### config.mk
export PLATFORM = sky130hd
export DESIGN_NAME = pipe_ctrl
export DESIGN_NICKNAME = d
export VERILOG_FILES = /design/src/rtl/pipe_ctrl_pkg.sv /design/src/rtl/md_busy_cnt.sv /design/src/rtl/pipe_ctrl.sv
export SDC_FILE = /design/constraint.sdc
export NUM_CORES = 1
export LEC_CHECK = 0
export ABC_AREA = 1
export CAP_MARGIN = 30
export CORE_ASPECT_RATIO = 0.75
export CORE_UTILIZATION = 50
export CTS_CLUSTER_DIAMETER = 50
export DETAILED_ROUTE_END_ITERATION = 16
export PLACE_DENSITY = 0.78
export SYNTH_ARGS = -nofsm -noshare
export SYNTH_HDL_FRONTEND = slang
export SYNTH_SLANG_ARGS = --single-unit
### constraint.sdc
create_clock -name clk -period 3.8 [get_ports clk]
set_clock_uncertainty 0.1 [all_clocks]
set_input_delay 0.95 -clock clk [delete_from_list [all_inputs] [get_ports clk]]
set_output_delay 0.95 -clock clk [all_outputs]
set_load 0.005 [all_outputs]
### src/rtl/pipe_ctrl_pkg.sv
// Shared CPU pipeline-control constants: FSM state encoding, PC source select
// codes, exception handler address and a saturating counter helper.
package pipe_ctrl_pkg;

    typedef enum logic [1:0] {
        ST_RUN   = 2'b00,
        ST_STALL = 2'b01,
        ST_FLUSH = 2'b10
    } pipe_state_t;

    localparam logic [1:0] PC_SEL_SEQ = 2'b00;
    localparam logic [1:0] PC_SEL_EXC = 2'b01;
    localparam logic [1:0] PC_SEL_EPC = 2'b10;

    localparam logic [31:0] EXC_HANDLER_ADDR = 32'h0000_4180;

    function automatic logic [31:0] sat_inc(input logic [31:0] v);
        return (v == 32'hFFFF_FFFF) ? v : v + 32'd1;
    endfunction

endpackage

### src/rtl/md_busy_cnt.sv
// HI/LO multiply/divide busy counter: loads the operation latency on start,
// then counts down to zero; busy while the count is nonzero.
module md_busy_cnt #(
    parameter int MULT_CYC = 5,
    parameter int DIV_CYC  = 10
) (
    input  logic clk,
    input  logic reset,
    input  logic load,
    input  logic is_div,
    output logic busy
);

    localparam int CW = $clog2(DIV_CYC + 1);

    logic [CW-1:0] count;

    // A load while already counting simply restarts the latency window.
    always_ff @(posedge clk or negedge reset) begin
        if (!reset) begin
            count <= '0;
        end else if (load) begin
            count <= is_div ? CW'(DIV_CYC) : CW'(MULT_CYC);
        end else if (count != '0) begin
            count <= count - CW'(1);
        end
    end

    assign busy = (count != '0);

endmodule

### src/rtl/pipe_ctrl.sv
// Five-stage pipeline controller: interlock stalls, exception/eret flushes,
// stage-register enable/clear decode and a saturating stall-cycle counter.
module pipe_ctrl
    import pipe_ctrl_pkg::*;
#(
    parameter int MULT_CYC = 5,
    parameter int DIV_CYC  = 10
) (
    input  logic        clk,
    input  logic        reset,
    input  logic        d_stall_req,
    input  logic        md_start,
    input  logic        md_is_div,
    input  logic        md_use_d,
    input  logic        exc_req,
    input  logic        eret_req,
    output logic        pc_en,
    output logic [1:0]  pc_sel,
    output logic        en_fd,
    output logic        en_de,
    output logic        en_em,
    output logic        en_mw,
    output logic        clr_fd,
    output logic        clr_de,
    output logic        clr_em,
    output logic        clr_mw,
    output logic        md_busy,
    output logic [1:0]  state,
    output logic [31:0] stall_cnt
);

    pipe_state_t state_q;
    pipe_state_t state_next;
    logic        cnt_busy;
    logic        stall_now;
    logic        md_load;

    md_busy_cnt #(
        .MULT_CYC (MULT_CYC),
        .DIV_CYC  (DIV_CYC)
    ) u_md_busy_cnt (
        .clk    (clk),
        .reset  (reset),
        .load   (md_load),
        .is_div (md_is_div),
        .busy   (cnt_busy)
    );

    // Only a HI/LO op that actually advances into E (not squashed) starts the unit.
    assign md_load = md_start && en_em && !exc_req && !eret_req;
    assign md_busy = cnt_busy;
    assign state   = state_q;

    // The instruction in D during FLUSH is already squashed, so interlocks are ignored.
    assign stall_now = (state_q != ST_FLUSH) &&
                       (d_stall_req || (md_use_d && (cnt_busy || md_start)));

    always_comb begin
        pc_en      = 1'b1;
        pc_sel     = PC_SEL_SEQ;
        en_fd      = 1'b1;
        en_de      = 1'b1;
        en_em      = 1'b1;
        en_mw      = 1'b1;
        clr_fd     = 1'b0;
        clr_de     = 1'b0;
        clr_em     = 1'b0;
        clr_mw     = 1'b0;
        state_next = ST_RUN;

        if (exc_req) begin
            pc_sel     = PC_SEL_EXC;
            clr_fd     = 1'b1;
            clr_de     = 1'b1;
            clr_em     = 1'b1;
            clr_mw     = 1'b1;
            state_next = ST_FLUSH;
        end else if (eret_req) begin
            pc_sel     = PC_SEL_EPC;
            clr_fd     = 1'b1;
            clr_de     = 1'b1;
            clr_em     = 1'b1;
            state_next = ST_FLUSH;
        end else if (stall_now) begin
            pc_en      = 1'b0;
            en_fd      = 1'b0;
            clr_de     = 1'b1;
            state_next = ST_STALL;
        end

        // Hold every stage register cleared while reset is asserted.
        if (!reset) begin
            pc_en  = 1'b0;
            pc_sel = PC_SEL_SEQ;
            en_fd  = 1'b0;
            en_de  = 1'b0;
            en_em  = 1'b0;
            en_mw  = 1'b0;
            clr_fd = 1'b1;
            clr_de = 1'b1;
            clr_em = 1'b1;
            clr_mw = 1'b1;
        end
    end

    always_ff @(posedge clk or negedge reset) begin
        if (!reset) begin
            state_q   <= ST_RUN;
            stall_cnt <= '0;
        end else begin
            state_q <= state_next;
            if (state_next == ST_STALL) begin
                stall_cnt <= sat_inc(stall_cnt);
            end
        end
    end

endmodule

==> results of run 1 <==
## area by class of cell
cell class | count | area [um2]
Multi-Input combinational cell | 342 | 1510
Tap cell | 72 | 90.1
Timing Repair Buffer | 56 | 548
Sequential cell | 38 | 951
Fill cell | 480 | 1700
Clock buffer | 7 | 86.3
Clock inverter | 1 | 5.00
Inverter | 31 | 116
## power by group through the flow
stage | logic [mW] | registers (mW) | clock network [mW]
global route | 0.264 | 0.479 | 0.311
detailed placement | 0.230 | 0.483 | 0
floorplan | 0.142 | 0.477 | 0
global placement | 0.225 | 0.481 | 0
CTS | 0.233 | 0.476 | 0.288
finish | 0.233 | 0.475 | 0.286
## cells by family after synthesis
logic type      count (synthesis)  synth area share
compound gates                 12            0.0225
xor+xnor                        9            0.0295
fa+ha+maj                       3            0.0141
buf+inv                        42            0.0782
flops                          38             0.356
simple gates                  318             0.500
## cell usage in the layout, fill, tap and decap left out, drive strengths merged, types with 2 or more instances in the layout
master,synthesis,final
clkdlybuf4s50,0,52
clkbuf,0,7
o21ai,10,10
xor2,6,6
nor2,62,62
a21oi,2,2
buf,11,4
nand2,214,214
inv,31,31
nand3b,16,16
ha,3,3
dfrtp,38,38
xnor2,3,3
nand3,25,25
## how the worst max path moves through the flow
stage	end	slack, ns	cells past startpoint
after CTS	clr_de	0.25	7
after global routing	clr_de	0.13	7
after floorplan	clr_de	1.05	3
final	clr_de	0.24	7
after global placement	clr_de	0.28	7
after detailed placement	clr_de	0.25	7
## flip-flops by register name (all words and copies together), names as in the netlist
name                 flops
stall_cnt               32
state                    2
u_md_busy_cnt.count      4
## metrics by stage
stage	area [um2]	util	hold WS, ns	instances
after floorplan	2670	-	0.421	422
after global placement	3220	0.642	0.433	539
after detailed placement	3220	0.642	0.445	539
after CTS	3310	0.660	0.462	547
after global routing	3310	0.660	0.482	547
final	3310	0.660	0.459	547
## worst min-delay path, stage by stage (launching register included)
cell	delay (ns)
dfrtp_1	0.41
nand2_1	0.07
nand2_1	0.05
## per-layer routing
layer / global-route usage / part of all wire
met2: 0.433 / 0.44
met3: 0.0653 / 0.068
met4: 0.0708 / 0.0095
met1: 0.372 / 0.49
met5: 0 / 0
==> flow_metrics.env, run 1 <==
export IMPL_fin_setup_tns_ns=0
export IMPL_cts_tree="built"
export IMPL_status="complete, no violations"
export IMPL_holdBufCountCts=0
export IMPL_synth_top_cells_by_count="nand2_1 (211), nor2_1 (59), dfrtp_1 (38), inv_1 (29), nand3_1 (24)"
export IMPL_routabilityCongestion=0.929
export IMPL_synth_edf_count=0
export IMPL_sequentialPowerShare=0.478
export IMPL_rr_endpoint="stall_cnt[28]"
export IMPL_cp_required_ns=2.75
export IMPL_rows=22
export IMPL_grt_max_degree=33
export IMPL_critPathKind="in -> out"
export IMPL_crit_buf_inv=3
export IMPL_vias=2777
export IMPL_core_um2=5010
export IMPL_p_int_mw=0.694
export IMPL_fmax_mhz=281
export IMPL_period_needed_ns=3.56
export IMPL_synth_seq_area_share=0.356
export IMPL_finalHoldViolations=0
export IMPL_p_comb_frac=0.235
export IMPL_leakagePower_nw=1.58
export IMPL_total_power_mw=0.995
export IMPL_syn_nets=433
export IMPL_ir_drop_v=0.000271
export IMPL_cts_htree_levels=2
export IMPL_post_cts_buffers=0
export IMPL_clock_sinks=38
export IMPL_relSlewSlack=0.524
export IMPL_pre_cts_slack_ns=0.253
export IMPL_drive_gt1_frac=0.0442
export IMPL_clkSlewWorstSetupHoldPaths_ns=0.07
export IMPL_min_to="stall_cnt[1]"
export IMPL_dp_hpwl_mm=5.39
export IMPL_hold_path_class="reg -> reg"
export IMPL_synth_cell_types=21
export IMPL_synth_top_flop_cell="dfrtp_1"
export IMPL_hold_start="stall_cnt[1]"
export IMPL_ys_top_cells_by_area="dfrtp_1 (36%), nand2_1 (30%), nor2_1 (8.3%)"
export IMPL_grt_overflow=0
export IMPL_die_area_um2=5640
export IMPL_r2r_slack_ns=1.46
export IMPL_clock_latency_ns=0.29
export IMPL_yosysMostFrequentCell="nand2_1"
export IMPL_syn_instance_count=422
export IMPL_crit_start="md_start"
export IMPL_io_pins=54
export IMPL_grt_usage=0.272
export IMPL_critical_path_slowest_cell="clkdlybuf4s50_1"
export IMPL_vias_per_cell=5.08
export IMPL_syn_area_um2=2670
export IMPL_crit_top_cell="clkdlybuf4s50_1"
export IMPL_fp_dieW_um=86.4
export IMPL_reg2reg_depth=10
export IMPL_cts_resized=0
export IMPL_grt_pass1_vias=2611
export IMPL_wl_per_cell_um=12.9
export IMPL_grt_first_pass_wirelength_mm=11.9
export IMPL_r2r_start="stall_cnt[0]"
export IMPL_arrival_ns=2.51
export IMPL_firstDrtPassIters=5
export IMPL_cpLargestDelayFamily="buffers and inverters"
export IMPL_dieHeight_um=65.3
export IMPL_syn_area_per_cell_um2=6.33
export IMPL_ys_seq_elements=38
export IMPL_setup_viol=0
export IMPL_clockPowerShare=0.287
export IMPL_swShare=0.302
export IMPL_nets=485
export IMPL_rsz0062_at_grt="false"
export IMPL_finalCritPeriodShare=0.937
export IMPL_insertedDiodeCount=0
export IMPL_start_util=0.533
export IMPL_cap_violations=0
export IMPL_postRouteAntennaNets=0
export IMPL_critPathMaxFanout=2
export IMPL_cp_start_kind="primary input"
export IMPL_crit_chain="clkdlybuf4s50_1 > inv_1 > nand3_1 > nand2_1 > a21oi_1 > or2_2 > clkdlybuf4s50_1"
export IMPL_drc=0
export IMPL_tightest_slew_ns=0.713
export IMPL_wl_mm=7.07
export IMPL_cp_end_kind="output pin"
export IMPL_drtIter0Drc=183
export IMPL_worst_slack_ns=0.241
export IMPL_power_density_nw_per_um2=301
export IMPL_slew_violations=0
export IMPL_cts_root_buf="clkbuf_8"
export IMPL_yosysTopAreaCellShare=0.356
export IMPL_grt_antenna_before_repair=0
export IMPL_yosysTopAreaCell="dfrtp_1"
export IMPL_hold_depth=2
export IMPL_switchingPower_mw=0.301
export IMPL_syn_to_final_growth_pct=23.8
export IMPL_slowest_delay_ns=0.50
export IMPL_cts_buffer_depth=2
export IMPL_yosys_warnings=0
export IMPL_synthArstFlopShare=1.00
export IMPL_cts_made_buffers=5
export IMPL_io_buffers=53
Note: power is estimated with default switching activity, not from simulation.
==> run 2, diff against run 1 <==
TNS_END_PERCENT = 1   (was not set)
==> results of run 2 <==
Same layout as run 1: the final DEF is identical, and so are final timing and power.
==> run 3, diff against run 2 <==
RECOVER_POWER = 50   (was not set)
==> run 3 against run 2 <==
Worst setup slack worse by 0.0020 ns. Sequential share of layout area about the same. Critical path depth unchanged. Global-route usage unchanged. Core utilization about the same. First-iteration DRC count up 19%. Combinational power about the same. Highest routed layer unchanged. Via count down 0.68%.
==> flow_metrics.env, run 3 (same netlist as run 1, synthesis figures left out) <==
export IMPL_dieHeight_um=65.3
export IMPL_grt_pass1_vias=2611
export IMPL_io_buffers=53
export IMPL_post_cts_buffers=0
export IMPL_finalCritPeriodShare=0.937
export IMPL_cap_violations=0
export IMPL_hold_ws_ns=0.452
export IMPL_cp_required_ns=2.75
export IMPL_ir_drop_v=0.000271
export IMPL_wl_per_cell_um=12.9
export IMPL_fin_setup_tns_ns=0
export IMPL_start_util=0.533
export IMPL_clock_latency_ns=0.29
export IMPL_critPathMaxFanout=2
export IMPL_holdBufCountCts=0
export IMPL_cts_resized=0
export IMPL_critPathKind="in -> out"
export IMPL_fillCellCount=479
export IMPL_grt_usage=0.272
export IMPL_cp_end_kind="output pin"
export IMPL_cts_buffer_depth=2
export IMPL_hold_path_class="reg -> reg"
export IMPL_leakagePower_nw=1.63
export IMPL_relSlewSlack=0.544
export IMPL_firstDrtPassIters=4
export IMPL_cp_start_kind="primary input"
export IMPL_die_area_um2=5640
export IMPL_top_register="stall_cnt"
export IMPL_grt_max_degree=33
export IMPL_routabilityCongestion=0.929
export IMPL_period_needed_ns=3.56
export IMPL_finalHoldViolations=0
export IMPL_wl_mm=7.04
export IMPL_setup_viol=0
export IMPL_drc=0
export IMPL_final_cell_mix="nand2_1 (211), nor2_1 (59), dfrtp_1 (38)"
export IMPL_io_pins=54
export IMPL_stdcell_count=547
export IMPL_vias=2758
export IMPL_dpl_cell_count=539
export IMPL_dp_hpwl_mm=5.39
export IMPL_rsz0062_at_grt="false"
export IMPL_fp_dieW_um=86.4
export IMPL_postRouteAntennaNets=0
export IMPL_vias_per_cell=5.04
export IMPL_rows=22
export IMPL_drtIter0Drc=217
export IMPL_status="complete, no violations"
export IMPL_tightest_slew_ns=0.683
export IMPL_grt_antenna_before_repair=0
export IMPL_fmax_mhz=281
export IMPL_cts_htree_levels=2
export IMPL_cts_root_buf="clkbuf_8"
export IMPL_largest_reg_flops=32
export IMPL_syn_to_final_growth_pct=23.8
export IMPL_arrival_ns=2.51
export IMPL_slew_violations=0
export IMPL_layout_commonest_cell="nand2_1"
export IMPL_drive_gt1_frac=0.0400
export IMPL_grt_first_pass_wirelength_mm=11.9
export IMPL_cts_made_buffers=5
export IMPL_core_um2=5010
export IMPL_power_density_nw_per_um2=300
export IMPL_clkSlewWorstSetupHoldPaths_ns=0.07
export IMPL_nets=485
export IMPL_grt_overflow=0
export IMPL_cts_tree="built"
export IMPL_insertedDiodeCount=0
export IMPL_clock_sinks=38
## run 3: stage by stage
step | util | setup slack [ns] | cell area, um2 | power, mW
4_1_cts | 0.660 | 0.252 | 3310 | 0.997
3_5_place_dp | 0.642 | 0.253 | 3220 | 0.713
3_3_place_gp | 0.642 | 0.282 | 3220 | 0.707
6_report | 0.660 | 0.239 | 3310 | 0.991
5_1_grt | 0.660 | 0.129 | 3310 | 1.05
2_1_floorplan | - | 1.05 | 2670 | 0.619
## run 3: metal layers
| layer | routed length [um] | vias up | global-route usage |
|---|---|---|---|
| li1 | - | 1400 | - |
| met1 | 3400 | 1259 | 0.372 |
| met2 | 3110 | 92 | 0.433 |
| met3 | 489 | 7 | 0.0653 |
| met4 | 41 | 0 | 0.0708 |
| met5 | 0 | - | 0 |
## run 3: critical path, cell delays in order
cell and delay (ns):
clkdlybuf4s50_1 0.48, inv_1 0.04, nand3_1 0.07, nand2_1 0.06, a21oi_1 0.25, or2_2 0.17
clkdlybuf4s50_1 0.50
## run 3: power by group
| part | leakage [nW] | switching (mW) | internal [mW] |
|---|---|---|---|
| registers | 0.515 | 0.0340 | 0.441 |
| logic | 1.07 | 0.126 | 0.104 |
| clock network | 0.0482 | 0.139 | 0.146 |
| total | 1.63 | 0.299 | 0.692 |
## run 3: worst paths after layout
path                               from       endpoint  slack (ns)  cells after the start
setup / recovery               md_start         clr_de        0.24                      7
hold / removal             stall_cnt[1]   stall_cnt[1]        0.45                      2
setup reg to reg           stall_cnt[0]  stall_cnt[28]        1.47                     10
hold reg to reg            stall_cnt[1]   stall_cnt[1]        0.45                      2
max in group asynchronous         reset  stall_cnt[26]        2.65                      2
min in group asynchronous         reset  stall_cnt[18]        0.68                      2
## run 3: area by class of cell
cell class / count / area [um2] / area share
Clock buffer: 7 / 86.3 / 0.0261
Clock inverter: 1 / 5.00 / 0.00151
Inverter: 31 / 116 / 0.0352
Multi-Input combinational cell: 342 / 1510 / 0.457
Sequential cell: 38 / 951 / 0.288
Tap cell: 72 / 90.1 / 0.0272
Timing Repair Buffer: 56 / 547 / 0.165
==> patch, RTL diff (flow settings as in run 2) <==
`DIV_CYC` is set to 10 in 2 places; all go to 20.
--- a/src/rtl/md_busy_cnt.sv
+++ b/src/rtl/md_busy_cnt.sv
@@ -2,7 +2,7 @@
 // then counts down to zero; busy while the count is nonzero.
 module md_busy_cnt #(
     parameter int MULT_CYC = 5,
-    parameter int DIV_CYC  = 10
+    parameter int DIV_CYC  = 20
 ) (
     input  logic clk,
     input  logic reset,
--- a/src/rtl/pipe_ctrl.sv
+++ b/src/rtl/pipe_ctrl.sv
@@ -4,7 +4,7 @@
     import pipe_ctrl_pkg::*;
 #(
     parameter int MULT_CYC = 5,
-    parameter int DIV_CYC  = 10
+    parameter int DIV_CYC  = 20
 ) (
     input  logic        clk,
     input  logic        reset,
Check against the original RTL: no difference found for any inputs over 10 cycles, from zero or initial values and one cycle with reset low; that may be too few to reach the edited logic, so the function may still have changed.
==> patch against run 2 <==
- area after synthesis rose by 6.5%
- via count rose by 1.1%
- sequential cell count increased by 1
- critical path depth decreased by 1
- fmax up 5.2%
- power is 9.6% lower
- final area grew 4.7%
- non-clock buffer count unchanged
- routed wire length is 0.52% lower
- setup slack better by 180 ps
- die area is 6.3% higher
==> patch: results (changes against run 2) <==
Global routing
  – Pin count of the biggest net entering global routing: 35 (+6.1%)
  – GRT Overall Usage: 25.8% (-1.4 points)
  – Initial antenna violation count: 0 (unchanged)
  – Vias in the first global route: 2573 (-1.5%)
  – First-pass GRT wire length: 11.8 mm (-1.2%)

Setup path
  – CP max FO: 4 (+2)
  – Worst R2R Setup Slack: 1370 ps (-90 ps)
  – Critical Path AT: 2330 ps (-180 ps)
  – Reg-to-reg endpoint: stall_cnt[5]$_DFFE_PN0P_
  – Max incr delay on CP: 430 ps (-70 ps)
  – R2R cell count: 8 (-2)

Pwr
  – Leak: 2.10 nW (+34%)
  – Int Pwr: 0.000641 W (-7.7%)
  – Maximum vdd drop: 0.000199 V (-26%)

STA
  – Worst-Margin Slew: 722 ps (+8.56 ps)
  – Final hold slack: 442 ps (-17.7 ps)

Placement
  – GPL Wtd Cong: 0.968 (+4.2%)
  – Dpl cells: 551 (+2.2%)
  – Post-Place Worst Slack: 423 ps (+170 ps)
  – Dpl cell area: 0.00338 mm2 (+5.0%)
  – Hpwl dp: 5.29 mm (-1.9%)

Worst hold path
  – Min-delay src: u_md_busy_cnt.count[3]$_DFFE_PN0P_
  – WHS Endpoint: u_md_busy_cnt.count[3]$_DFFE_PN0P_

Route
  – Final wirelength: 7.03 mm (-0.52%)
  – DR WL/cell: 12.6 um (-2.7%)
  – Detailed-route via count: 2807 (+1.1%)
  – Initial DRT Pass Iterations: 4 (-1)
  – Initial DRC Count: 159 (-13%)

Final layout
  – Final net count: 494 (+1.9%)
  – Share of layout cells above drive strength 1: 4.55% (+0.12 points)

Yosys
  – Register area share after synthesis: 34.3% (-1.3 points)
  – Synth unique cells: 24 (+14%)
  – Commonest cells post-synth: 177 x nand2_1, 58 x inv_1, 56 x nor2_1
  – Synth area leaders: dfrtp_1 34%, nand2_1 23%, o21bai_1 8.4%, inv_1 7.7%, nor2_1 7.4%
  – Syn Inst Count: 434 (+2.8%)
  – Net count after synthesis: 445 (+2.8%)

Clock tree
  – Clock buffer depth: 2 (unchanged)
  – Clock Latency Late Sink: 300 ps
  – Clock transition at the registers of the reported paths: 80 ps

Run status
  – Result of the run: complete, no violations
## patch: area by class of cell
class / instances / area, um2
Inverter: 58 / 218
Clock inverter: 2 / 12.5
Timing Repair Buffer: 56 / 548
Multi-Input combinational cell: 323 / 1540
Sequential cell: 39 / 976
Clock buffer: 6 / 72.6
Tap cell: 75 / 93.8
Fill cell: 512 / 1950
## patch: worst max path at each step
stage	slack, ps	to	cells after the start	from
after global placement	450	pc_en	6	exc_req
after CTS	420	en_fd	6	exc_req
final	420	en_fd	6	exc_req
after global routing	270	pc_en	9	md_start
after detailed placement	420	en_fd	6	exc_req
after floorplan	990	pc_en	6	exc_req
## patch: power groups by stage
| stage | registers (W) | logic [W] | clock network, W |
|---|---|---|---|
| 2_1_floorplan | 0.000468 | 0.000101 | 0 |
| 3_3_place_gp | 0.000472 | 0.000146 | 0 |
| 3_5_place_dp | 0.000472 | 0.000155 | 0 |
| 4_1_cts | 0.000464 | 0.000155 | 0.000287 |
| 5_1_grt | 0.000469 | 0.000178 | 0.000307 |
| 6_report | 0.000465 | 0.000152 | 0.000282 |
## patch: logic make-up (layout without fill, tap and decap cells)
logic type	Yosys count	in the layout	share of synthesized area [%]
AO/OA/AOI/OAI	41	41	10.3
XOR/XNOR	16	16	4.93
adder cells (fa/ha/maj)	3	3	1.32
buffers and inverters	72	122	11.5
flip-flops	39	39	34.3
AND/OR/NAND/NOR	263	263	37.7
## patch: worst max-delay path, delay by kind of cell
| family | cells | cell delay, ps |
|---|---|---|
| buffers and inverters | 3 | 910 |
| AND/OR/NAND/NOR | 3 | 480 |
## patch: routing by layer
metal | track usage, % | vias to the layer above | part of all wire (%)
li1 | - | 1410 | -
met1 | 36.0 | 1303 | 48
met2 | 42.6 | 85 | 44
met3 | 4.16 | 9 | 6.5
met4 | 5.36 | 0 | 0.97
met5 | 0 | - | 0
